$ cat src/rtl/fdram_rd_arbiter.sv
// fdram_rd_arbiter: round-robin owner arbiter for the frame-data BRAM read port; FDRAM_ARB_TIMEOUT_EN adds forced release after TIMEOUT_CYC hold cycles
module fdram_rd_arbiter #(
  parameter int REQ_NUM     = 4,
  parameter int ADDR_W      = 12,
  parameter int TIMEOUT_CYC = 4096
) (
  input  logic                      clk_sys,
  input  logic                      rst,
  input  logic [REQ_NUM-1:0]        req_vec,
  output logic [REQ_NUM-1:0]        ack_vec,
  input  logic [REQ_NUM-1:0]        done_vec,
  input  logic [REQ_NUM*ADDR_W-1:0] rd_addr_vec,
  output logic [7:0]                rd_data_out,
  output logic [ADDR_W-1:0]         fdram_rd_addr,
  input  logic [7:0]                fdram_rd_data,
  output logic [2:0]                owner_idx,
  output logic                      busy,
  output logic                      timeout_err
);
  typedef enum logic [1:0] {IDLE, GRANT, BUSY} state_t;
  state_t     state_q, state_d;
  logic [2:0] owner_q, owner_d, rr_q, rr_d, pick, nxt;
  logic       any_req, done_own, tout, rel;
  int         j;
  // first requester at or above rr_q, wrapping; downward scan so the nearest one wins
  always_comb begin
    pick    = rr_q;
    any_req = |req_vec;
    j       = 0;
    for (int i = REQ_NUM - 1; i >= 0; i--) begin
      j = int'(rr_q) + i;
      j = (j >= REQ_NUM) ? j - REQ_NUM : j;
      if (req_vec[j]) pick = 3'(j);
    end
  end
  // owner-indexed views: done from the owner, ack pulse, address mux
  always_comb begin
    done_own      = 1'b0;
    ack_vec       = '0;
    fdram_rd_addr = '0;
    for (int i = 0; i < REQ_NUM; i++) begin
      if (owner_q == 3'(i)) begin
        done_own      = done_vec[i];
        ack_vec[i]    = (state_q == GRANT);
        fdram_rd_addr = busy ? rd_addr_vec[i*ADDR_W +: ADDR_W] : '0;
      end
    end
  end
  assign busy        = (state_q != IDLE);
  assign owner_idx   = owner_q;
  assign rd_data_out = fdram_rd_data;
  assign nxt         = (owner_q == 3'(REQ_NUM - 1)) ? 3'd0 : owner_q + 3'd1;
  assign rel         = busy && (done_own || tout);
  // next state: grant from IDLE, release on owner done or timeout, GRANT lasts one cycle
  always_comb begin
    state_d = state_q;
    owner_d = owner_q;
    rr_d    = rr_q;
    if (state_q == IDLE && any_req) begin
      state_d = GRANT;
      owner_d = pick;
    end else if (rel) begin
      state_d = IDLE;
      rr_d    = nxt;
    end else if (state_q == GRANT) begin
      state_d = BUSY;
    end
  end
  // state register
  always_ff @(posedge clk_sys) begin
    if (rst) begin
      state_q <= IDLE;
      owner_q <= '0;
      rr_q    <= '0;
    end else begin
      state_q <= state_d;
      owner_q <= owner_d;
      rr_q    <= rr_d;
    end
  end
`ifdef FDRAM_ARB_TIMEOUT_EN
  localparam int CW = $clog2(TIMEOUT_CYC + 1);
  logic [CW-1:0] cnt_q;
  logic          terr_q;
  assign tout        = busy && !done_own && (cnt_q == CW'(TIMEOUT_CYC - 1));
  assign timeout_err = terr_q;
  // hold counter is zero on the ack cycle and counts every owned cycle
  always_ff @(posedge clk_sys) begin
    if (rst) begin
      cnt_q  <= '0;
      terr_q <= 1'b0;
    end else begin
      cnt_q  <= busy ? cnt_q + CW'(1) : '0;
      terr_q <= tout;
    end
  end
`else
  assign tout        = 1'b0;
  assign timeout_err = 1'b0;
`endif
endmodule
$ cat config.mk
export PLATFORM = sky130hd
export DESIGN_NAME = fdram_rd_arbiter
export DESIGN_NICKNAME = d
export VERILOG_FILES = /design/src/rtl/fdram_rd_arbiter.sv
export SDC_FILE = /design/constraint.sdc
export NUM_CORES = 1
export LEC_CHECK = 0
export CORE_ASPECT_RATIO = 1.25
export CORE_MARGIN = 5
export CORE_UTILIZATION = 36
export DETAILED_ROUTE_END_ITERATION = 10
export PLACE_DENSITY_LB_ADDON = 0.1
export SETUP_SLACK_MARGIN = 0.3
export SLEW_MARGIN = 10
export SYNTH_ARGS = -nofsm -noshare
export SYNTH_HDL_FRONTEND = slang
export SYNTH_SLANG_ARGS = --single-unit
$ cat constraint.sdc
create_clock -name clk_sys -period 2.7 [get_ports clk_sys]
set_input_delay 0.54 -clock clk_sys [delete_from_list [all_inputs] [get_ports clk_sys]]
set_output_delay 0.54 -clock clk_sys [all_outputs]
set_load 0.05 [all_outputs]
==> impl_metrics.toml <==
[status]
status = "finished clean"

[critical_path]
path_max_fanout = 8
critPathRequiredTime_ps = 2160
cp.arrival_ps = 1780
critPathKind = "reg2out"
start_kind = "flop"
crit_path_end_kind = "output pin"

[layout]
layout_commonest_cell = "clkdlybuf4s50_1"
antenna_cells = 0
area_growth_pct = 71.9
final_nets = 329
fill_cells = 345
multiInputGateArea_mm2 = 0.00114
finish.instance_area_mm2 = 0.00232
drive_gt1_share_pct = 22.7
layout_common_cells = "61 x clkdlybuf4s50_1, 18 x nand2_1, 18 x a21oi_1"
regArea_um2 = 168

[die]
core_area_mm2 = 0.00372
row_count = 25
die_y_um = 78.5
io_pins = 95
die_w_um = 64.8
start_util_pct = 36.3
die_area_mm2 = 0.00509

[synth]
synth_nets = 258
netlist.area_leader.share_pct = 11.9
synthSimpleGateAreaFrac_pct = 25.6
synth-edff-count = 0
synth_top_family_by_area = "simple AND/OR/NAND/NOR gates"
synth_seq_cells = 8
synthXorXnorAreaFrac_pct = 1.30
syn_area_mm2 = 0.00135
syn_area_per_cell_um2 = 7.47
seq_area_frac_synth_pct = 11.9
synth_area_leaders = "dfxtp_1 12%, mux2i_1 12%, ha_1 10%"
async_reset_ff_share_pct = 0
synth.area.mux_share_pct = 15.5
yosys_warnings = 0
synth_compound_area_share_pct = 24.0
synth_cell_types = 37
synth_flop_cell = "dfxtp_1"
synth_top_area_cell = "dfxtp_1"
synthCells = 181
synth-adder-area-share_pct = 10.2

[routing]
drc = 0
drt_pass1_iterations = 4
vias = 1510
dr.first_iter.drc_count = 49
ant_nets = 0
wl_per_cell_um = 15.3
vias_per_cell = 5.19
wirelength_um = 4440

[power_and_ir_drop]
power_density_mw_per_mm2 = 785
leakage_nw = 0.880
irDropWorstVdd_mv = 0.427

[grt]
grt_usage_pct = 16.7
grt_pass1_vias = 1443
grt-ovfl-total = 0
grt_max_degree = 28
antenna_found_initial = 0
grt_pass1_wl_um = 6820

[timing]
hold_viol_final = 0
maxSlewHeadroom_pct = 66.1
tightest_slew_ps = 506
fin_crit_sh_pct = 86.0
slew_violations = 0
setup_viol_count_final = 0
rsz0062_at_grt = "yes"
min_period_ps = 2320
max_freq_mhz = 431
fin_hold_ws_ps = 503
finClkSkew_ps = 5.14
tns_ps = 0

[clocking]
insertion_delay_ps = 230
cts_buffer_depth = 2
htree_levels = 1
cts_made_buffers = 3
clock-sinks = 8
clk_pin_slew_ps = 40
cts_tree = "done"
cts_root_buf = "clkbuf_8"

[placement]
gp_congestion = 0.816
dpl_cell_area_mm2 = 0.00217
port_buffers = 77
detailed_place_hpwl_um = 3370

[job]
cap_violations = 0

[min_path]
min_path_type = "reg2reg"
[layer usage]
| layer | GRT usage, % | wire, µm | vias to the layer above |
|---|---|---|---|
| li1 | - | - | 772 |
| met1 | 19.5 | 1820 | 669 |
| met2 | 30.2 | 2240 | 64 |
| met3 | 3.15 | 326 | 5 |
| met4 | 5.07 | 59 | 0 |
| met5 | 0 | 0 | - |
[kinds of logic after synthesis]
kind of cell | count (synthesis)
other cells | 1
flops | 8
compound gates | 51
buf+inv | 28
xor+xnor | 2
mux | 18
fa+ha+maj | 11
simple gates | 62
[registers in the layout (all words and copies together) (netlist names)]
name and cells:
rr_q 3, state_q 2, owner_idx 3
[stage by stage]
step	utilization, %	cells	total power, mW	setup WS [ps]
6_report	62.4	291	1.82	378
5_1_grt	62.4	291	1.96	301
4_1_cts	60.5	289	1.76	311
3_5_place_dp	58.4	284	1.56	211
3_3_place_gp	58.4	284	1.55	258
2_1_floorplan	-	181	1.21	340
[final timing paths]
check                             startpoint                to  slack [ps]  cells after the start
worst min register to register  owner_idx[1]      owner_idx[1]         500                      2
worst min-delay path            owner_idx[1]      owner_idx[1]         500                      2
worst max register to register  owner_idx[1]           rr_q[1]         640                      8
worst max-delay path            owner_idx[1]  fdram_rd_addr[6]         380                      9
[cells in the mapped netlist, types with 2 or more instances]
cell type	n
or2_2	2
clkbuf_1	8
ha_1	11
and2_1	5
o21ai_0	15
mux2i_1	16
inv_1	8
nor2_1	16
nand2_1	18
a221oi_1	4
nor3_1	2
dfxtp_1	8
a21boi_0	2
buf_4	10
o211ai_1	4
a21oi_1	19
a32o_1	2
and3b_1	12
[final cells by class]
class,count,share of cell area (%)
Inverter,8,1.51
Tap cell,40,2.15
Sequential cell,8,7.22
Timing Repair Buffer,86,37.9
Clock buffer,4,1.94
Multi-Input combinational cell,145,49.3
[power breakdown]
| group | switching, mW | leakage [nW] | total, mW | internal [mW] |
|---|---|---|---|---|
| Combinational | 0.862 | 0.790 | 1.49 | 0.632 |
| Sequential | 0.0301 | 0.0668 | 0.179 | 0.149 |
| Clock | 0.0493 | 0.0228 | 0.152 | 0.102 |
| Total | 0.941 | 0.880 | 1.82 | 0.884 |
[critical path, cell delays in order, from the launching register on]
cell and delay [ps]:
dfxtp_4 370, inv_4 50, ha_4 180, buf_6 130
and3b_1 200, a21oi_1 40, o21ai_0 190, mux2i_1 110
nor2_2 110, buf_6 160
[repair_timing]
item,in CTS,in global routing
gates cloned,0,0
resized for setup,5,26
buffers inserted,1,2
hold buffers,0,0
pin swaps,1,2
setup endpoints to repair,12,12
(Power assumes the default switching activity.)
